## config.mk

```make
export PLATFORM = sky130hd
export DESIGN_NAME = wave_capture
export DESIGN_NICKNAME = d
export VERILOG_FILES = /design/src/rtl/wave_pkg.sv /design/src/rtl/wave_capture_zero_cross.sv /design/src/rtl/wave_capture.sv
export SDC_FILE = /design/constraint.sdc
export NUM_CORES = 1
export LEC_CHECK = 0
export CORE_UTILIZATION = 46
export DETAILED_ROUTE_END_ITERATION = 7
export MAX_ROUTING_LAYER = met4
export PLACE_DENSITY = 0.78
export SYNTH_ARGS = -nofsm -noshare
export SYNTH_HDL_FRONTEND = slang
export SYNTH_SLANG_ARGS = --single-unit
```

## constraint.sdc

```tcl
create_clock -name clk -period 1.9 [get_ports clk]
set_input_delay 0.19 -clock clk [delete_from_list [all_inputs] [get_ports clk]]
set_output_delay 0.19 -clock clk [all_outputs]
set_load 0.02 [all_outputs]
```

## src/rtl/wave_pkg.sv

```systemverilog
// Shared types and helpers for the waveform capture / display pair.
// Holds capture FSM encodings, buffer geometry and the offset-binary conversion.
package wave_pkg;

    typedef enum logic [1:0] {
        ARMED  = 2'd0,
        ACTIVE = 2'd1,
        WAIT   = 2'd2
    } cap_state_e;

    localparam int SAMPLES_PER_BUF = 256;
    localparam int RAM_ADDR_W      = 9;
    localparam int RAM_DATA_W      = 8;

    // Takes the top byte of a signed sample and returns it as offset binary,
    // so the most negative value maps to 0 and zero maps to 8'h80.
    function automatic logic [RAM_DATA_W-1:0] to_offset_bin(
        input logic [RAM_DATA_W-1:0] msbyte
    );
        return {~msbyte[RAM_DATA_W-1], msbyte[RAM_DATA_W-2:0]};
    endfunction

endpackage

```

## src/rtl/wave_capture_zero_cross.sv

```systemverilog
// zero_cross_detect: keeps the previously accepted sample and flags a rising
// zero crossing (previous negative, current >= 0).
// Ports:
//   clk, reset     clock, async active-high reset
//   sample_en_i    accept sample_i this cycle (also updates prev_sample)
//   clear_i        force prev_sample to 0 (takes priority over sample_en_i)
//   sample_i       signed sample
//   trig_o         crossing seen on the sample accepted this cycle
module zero_cross_detect #(
    parameter int SAMPLE_W = 16
) (
    input  logic                clk,
    input  logic                reset,
    input  logic                sample_en_i,
    input  logic                clear_i,
    input  logic [SAMPLE_W-1:0] sample_i,
    output logic                trig_o
);

    logic [SAMPLE_W-1:0] prev_q;
    logic [SAMPLE_W-1:0] prev_d;

    always_comb begin
        prev_d = prev_q;
        if (clear_i) begin
            prev_d = '0;
        end else if (sample_en_i) begin
            prev_d = sample_i;
        end
    end

    always_ff @(posedge clk or posedge reset) begin
        if (reset) begin
            prev_q <= '0;
        end else begin
            prev_q <= prev_d;
        end
    end

    // Compare against the registered previous sample so the crossing sample
    // itself can be written on the very next cycle.
    assign trig_o = sample_en_i & prev_q[SAMPLE_W-1] & ~sample_i[SAMPLE_W-1];

endmodule

```

## src/rtl/wave_capture.sv

```systemverilog
// wave_capture: writer side of the double-buffered 512x8 waveform RAM.
// Arms on a rising zero crossing, writes 256 samples into the buffer the
// display is not reading, then flips read_index while the display is idle.
// Optional macro CAPTURE_TIMEOUT_EN: force a trigger after TIMEOUT_SAMPLES
// accepted samples in ARMED without a crossing.
// Ports:
//   clk, reset          clock, async active-high reset
//   new_sample_ready    strobe: new_sample_in valid this cycle
//   new_sample_in       signed sample
//   wave_display_idle   display is not fetching from RAM
//   write_address       {~read_index, offset}
//   write_enable        single-cycle RAM write strobe
//   write_sample        offset-binary top byte of the sample
//   read_index          buffer the display reads
module wave_capture
    import wave_pkg::*;
#(
    parameter int SAMPLE_W        = 16,
    parameter int TIMEOUT_SAMPLES = 1024
) (
    input  logic                  clk,
    input  logic                  reset,
    input  logic                  new_sample_ready,
    input  logic [SAMPLE_W-1:0]   new_sample_in,
    input  logic                  wave_display_idle,
    output logic [RAM_ADDR_W-1:0] write_address,
    output logic                  write_enable,
    output logic [RAM_DATA_W-1:0] write_sample,
    output logic                  read_index
);

    localparam int CNT_W = $clog2(SAMPLES_PER_BUF);

    cap_state_e            state_q, state_d;
    logic [CNT_W-1:0]      count_q, count_d;
    logic                  ri_q, ri_d;
    logic                  we_q, we_d;
    logic [RAM_ADDR_W-1:0] addr_q, addr_d;
    logic [RAM_DATA_W-1:0] data_q, data_d;

    logic                  armed_accept;
    logic                  flip;
    logic                  zc_trig;
    logic                  start;
    logic [RAM_DATA_W-1:0] sample_ob;

    assign armed_accept = new_sample_ready && (state_q == ARMED);
    assign flip         = wave_display_idle && (state_q == WAIT);
    assign sample_ob    = to_offset_bin(new_sample_in[SAMPLE_W-1 -: RAM_DATA_W]);

    zero_cross_detect #(
        .SAMPLE_W (SAMPLE_W)
    ) u_zc (
        .clk         (clk),
        .reset       (reset),
        .sample_en_i (armed_accept),
        .clear_i     (flip),
        .sample_i    (new_sample_in),
        .trig_o      (zc_trig)
    );

`ifdef CAPTURE_TIMEOUT_EN
    localparam int TO_W = $clog2(TIMEOUT_SAMPLES + 1);

    logic [TO_W-1:0] to_cnt_q, to_cnt_d;
    logic            to_hit;

    // Counter is held at zero outside ARMED, so every ARMED entry starts fresh.
    assign to_hit = armed_accept && (to_cnt_q == TO_W'(TIMEOUT_SAMPLES - 1));

    always_comb begin
        to_cnt_d = to_cnt_q;
        if (state_q != ARMED) begin
            to_cnt_d = '0;
        end else if (armed_accept) begin
            to_cnt_d = to_cnt_q + 1'b1;
        end
    end

    always_ff @(posedge clk or posedge reset) begin
        if (reset) begin
            to_cnt_q <= '0;
        end else begin
            to_cnt_q <= to_cnt_d;
        end
    end

    assign start = zc_trig | to_hit;
`else
    logic unused_timeout;
    assign unused_timeout = (TIMEOUT_SAMPLES == 0);
    assign start          = zc_trig;
`endif

    always_comb begin
        state_d = state_q;
        count_d = count_q;
        ri_d    = ri_q;
        we_d    = 1'b0;
        addr_d  = addr_q;
        data_d  = data_q;
        unique case (state_q)
            ARMED: begin
                // The triggering sample is stored at offset 0.
                if (start) begin
                    we_d    = 1'b1;
                    addr_d  = {~ri_q, {CNT_W{1'b0}}};
                    data_d  = sample_ob;
                    count_d = CNT_W'(1);
                    state_d = ACTIVE;
                end
            end
            ACTIVE: begin
                if (new_sample_ready) begin
                    we_d    = 1'b1;
                    addr_d  = {~ri_q, count_q};
                    data_d  = sample_ob;
                    count_d = count_q + 1'b1;
                    if (&count_q) begin
                        state_d = WAIT;
                    end
                end
            end
            WAIT: begin
                // Buffer swap only during display blanking.
                if (wave_display_idle) begin
                    ri_d    = ~ri_q;
                    state_d = ARMED;
                end
            end
            default: begin
                state_d = ARMED;
            end
        endcase
    end

    always_ff @(posedge clk or posedge reset) begin
        if (reset) begin
            state_q <= ARMED;
            count_q <= '0;
            ri_q    <= 1'b0;
            we_q    <= 1'b0;
            addr_q  <= RAM_ADDR_W'(9'h100);
            data_q  <= RAM_DATA_W'(8'h80);
        end else begin
            state_q <= state_d;
            count_q <= count_d;
            ri_q    <= ri_d;
            we_q    <= we_d;
            addr_q  <= addr_d;
            data_q  <= data_d;
        end
    end

    assign write_address = addr_q;
    assign write_enable  = we_q;
    assign write_sample  = data_q;
    assign read_index    = ri_q;

endmodule

```

Word level (Yosys, flattened, before mapping)
Index checks and enable logic that the tools add are counted.
Widths: inputs -> output; s select.

word-level totals
  flip-flop bits (word level) = 45
  output and inout port bits = 19
  input port bits = 20
  logic and storage cells = 46

cells by class
  reductions and logical operators = 9
  eq/ne operators = 6
  bitwise operators = 4
  add/sub/neg operators = 1
  mux-type cells = 19

operators by type and width
  operator             count
  $mux 16              2
  $mux 8               4
  $pmux 8 s2           2
  $mux 9               2
  $pmux 9 s2           1
  $add 8x1->8 const B  1
  $mux 2               4
  $ne 2x2->1 const B   4
  $reduce_and 8->1     1
  $pmux 2 s3           1
  $reduce_and 4->1     1
  $reduce_bool 2->1    2
  $reduce_and 3->1     1
  $and 1x1->1          2
  $eq 2x1->1 const B   1
  $eq 2x2->1 const B   1
  $logic_and 1x1->1    2
  $logic_not 2->1      1
  $mux 1               2
  $not 1->1            2
  $pmux 1 s2           1
  $reduce_and 2->1     1

Logic depth before layout (Yosys ltp)
  depth in word-level cells = 6
  depth in mapped cells = 4
  gate-level depth less buffers = 4

Hierarchy
From an unflattened synthesis, not the netlist that was laid out.

second synthesis, totals
  cell total of the unflattened synthesis = 128
  area, all modules = 1377.6 sq um

modules (own cells, without submodules)
  module             area each (sq um)  times used  cells an instance  sequential area each (sq um)
  wave_capture       1327.5             1           122                728.2
  zero_cross_detect  50.0               1           6                  25.0

Worst setup path before layout
No wires, ideal clock.

  path type = reg-to-reg
  from = reg state_q[1]
  to = reg data_q[0] (netlist: write_sample[0])
  data required time = 1.772 ns
  path slack = 0.587 ns
  cell stages (with the launch flop) = 4
  period minus slack after synthesis = 1.313 ns
  data arrival time = 1.185 ns
  setup time = 0.128 ns
  buffers on the path = 0
  path through = dfrtp_1 -> nand2b_1 -> a21oi_4 -> mux2_1

on the way
  word-level cells in the longest chain between the ends = 6
  elaborated cells on any way between the ends = 10
  those cells by class = 3 x eq/ne; 1 x mux; 2 x bitwise; 4 x reduce/logical

ends and longest elaborated chain
  element                     line                                     source
  start: declaration          wave_capture.sv:34                       cap_state_e state_q, state_d;
  start signal: assignment    wave_capture.sv:146                      state_q <= state_d;
  $logic_not 2->1             wave_capture.sv:47, wave_capture.sv:102
  $logic_and 1x1->1           wave_capture.sv:47                       assign armed_accept = new_sample_ready && (state_q == ARMED);
  $and 1x1->1 (2 in series)   wave_capture_zero_cross.sv:42            assign trig_o = sample_en_i & prev_q[SAMPLE_W-1] & ~sample_i[SAMPLE_W-1];
  $ne 2x2->1 (no line)        --
  $reduce_and 3->1 (no line)  --
  end signal: assignment      wave_capture.sv:144                      data_q <= RAM_DATA_W'(8'h80);
  end signal: assignment      wave_capture.sv:151                      data_q <= data_d;
  end: declaration            wave_capture.sv:39                       logic [RAM_DATA_W-1:0] data_q, data_d;

Parallel ways exist; a longest one is shown, timed or not.
A chain may end at the register's enable or synchronous reset.

Final worst setup path
  from = reg data_q[7] (netlist: write_sample[7])
  to = out write_sample[7]

RTL lines
  element           line                source
  end: declaration  wave_capture.sv:28  output logic [RAM_DATA_W-1:0] write_sample,

No word-level cell between the ends.

==> metrics.txt <==
CTS resizes=0; sum of negative setup slack=0 ns; slowest cell delay on critical path=0.59 ns; Yosys top cell area share=0.517; share of cells above drive strength 1=0.101; first-pass GRT wire length=around 4600 um; # setup viols final=0; met2 GRT Util=0.325; Final Power=approximately 0.0022 W; slowest CP cell=clkdlybuf4s50_1; Max Fanout on Critical Path=2; FMAX=611 MHz; sequential share of the synthesized area=0.556; vias per cell=~5.4; fraction of registers with async set/reset=1.00; Startpoint Class=flip-flop; Vias=1022; Tcrit/Tclk final=0.861; total gr overflow=0; Area Growth Syn to Fin=30.2%; CP required=between 1.5 and 2 ns; Cells after Synth=120; DRC Markers=0; Mapped Area=roughly 0.0014 sq mm; M3 GR Usage=0.0530; total power per unit cell area=approximately 1300 mW/mm^2; CP cell instances=clkdlybuf4s50_1; RSZ-0062 raised after global routing=false; EDFF count, synth=0; delay-heaviest family, CP=buffers and inverters; # diodes=0; peak supply drop=~0.00088 V; Worst-path clk slew=around 0.10 ns; worst-case clock skew=a little over 0.01 ns; Post-DP HPWL=around 1900 um; Worst Hold Class=in -> async; clock sink count=30; most frequent cells in the layout=clkdlybuf4s50_1 (30), dfrtp_1 (28), inv_1 (12); Setup CP Type=reg -> out; Worst slew margin=0.566; All-Layer GR Usage=0.197; crit end category=output port; synth top area cells=dfrtp_1 (52%), mux2i_1 (8.1%), mux2_1 (5.8%); Hold Buf Count CTS=0; Final nets=between 150 and 200; chip width=56.3 um; Non-Filler Instances=190; clock tree root driver cell=clkbuf_4; largest net degree at the start of global routing=31; commonest non-fill, non-tap cell in the layout=clkdlybuf4s50_1; antenna viol nets, final=0; row cnt=19; latest clock arrival within the worst-skew pair=about 0.33 ns; total wire length=approximately 2600 um; yosys warns=0; die area=0.00317 sq mm; multi-input combinational cell area=533 sq um; internal power=roughly 0.0014 W; sequential cell area=753 sq um; met1 Resource Use GR=0.217; DR pass1 iterations=4; actual slew at the worst max-slew pin=roughly 0.65 ns; CP Data Arrival Time=between 1 and 1.5 ns; leakage=0.775 nW; Initial Utilization=0.487; initial antenna violation count=0; Clock Tree Buf Depth=2; Fillers=239; post-route minimum period=roughly 1.6 ns; Hold Vio Cnt, Final=0; Sequential Power Share=0.439; Synth Area per Inst=around 11 sq um; placed cells=182; Buf/Inv on CP=1; RePlAce Congestion=0.836; Detailed Route Iter0 Violations=19; leading area contributor after synthesis=dfrtp_1; vias in the first global route=between 1000 and 1500; H-tree depth=2; max-cap violation count=0; CTS buffer count=5; synthesized flop and latch total=30; syn_nets=around 140; logic gate share of total power=0.388; Cell variety after synth=32; gr busiest metal=met2; most used flip-flop cell after synthesis=dfrtp_1; wire length per cell=roughly 13 um; switching share of power=0.367; final count of pins violating max slew=0; power share of the clock group=0.174; Placeable Area=~0.0028 sq mm; setup repair bufs after CTS=0; CTS tree=built; sw power=between 0.0008 and 0.0009 W; io pins=39; status=completed; number of port buffers=30; die height=56.3 um
-- cell usage after synthesis, types with 2 or more instances --
library cell  count
a21oi_1           4
dfrtp_1          28
dfstp_2           2
inv_1            12
mux2_1            7
mux2i_1          11
nand2_1           8
nand2b_1          2
nand3_1           3
nand4_1           3
nor2_1            4
nor2b_1           3
o21ai_0           7
o21ai_1           5
or3_1             4
-- power groups by stage --
stage	registers (W)	clock network (W)	logic, W
finish	0.000977	0.000387	0.000864
detailed placement	0.000988	0	0.000868
global route	0.00101	0.000428	0.000953
global placement	0.000976	0	0.000839
CTS	0.000977	0.000396	0.000874
floorplan	0.00110	0	0.000403
-- per-stage QoR --
step                hold WS (ns)  worst slack (ns)   util  cell area [sq um]
finish                     0.230             0.265  0.634               1760
global route               0.274             0.140  0.634               1760
CTS                        0.245             0.248  0.634               1760
detailed placement         0.457            0.0814  0.613               1700
global placement           0.454             0.145  0.613               1700
floorplan                  0.248             0.587      -               1360
-- cell families after synthesis --
kind of cell    share of synthesized area
fa+ha+maj                         0.00923
mux                                 0.139
buf+inv                            0.0508
simple gates                        0.130
compound gates                      0.102
xor+xnor                           0.0129
flops                               0.556
-- worst reg2reg max path: cells and delay by family (launching register included) --
kind	cells	cell delay, ns
compound gates	1	0.31
buf+inv	1	0.25
flops	1	0.51
mux	1	0.20
simple gates	1	0.29
-- final timing paths --
path / slack [ns] / end / cells past startpoint / start
worst max-delay path: 0.26 / write_sample[7] / 1 / write_sample[7]
worst min-delay path: 0.23 / count_q[5] / 3 / reset
worst max register to register: 0.27 / write_address[3] / 4 / state_q[1]
worst min register to register: 0.47 / write_address[8] / 2 / write_address[8]
max in group asynchronous: 1.35 / write_sample[7] / 3 / reset
min in group clk: 0.47 / write_address[8] / 2 / write_address[8]
-- routing by layer --
layer  part of all wire  wire (um)  vias to the layer above
li1                   -          -                      493
met1               0.44       1120                      490
met2               0.49       1250                       34
met3              0.055        141                        5
met4              0.018         45                        0
met5                  0          0                        -
-- sequential cells by signal, summed over array words and instances, names as in the netlist --
| signal | count |
|---|---|
| write_enable | 1 |
| u_zc.prev_q | 1 |
| write_sample | 8 |
| write_address | 9 |
| count_q | 8 |
| read_index | 1 |
| state_q | 2 |
-- layout make-up --
cell class,instances,share of cell area
clock buffer,7,0.0312
clock inverter,1,0.00284
inverter,13,0.0277
multi-input combinational,74,0.302
sequential,30,0.427
tap,31,0.0220
timing repair buffer,34,0.187
(Power assumes the default switching activity.)
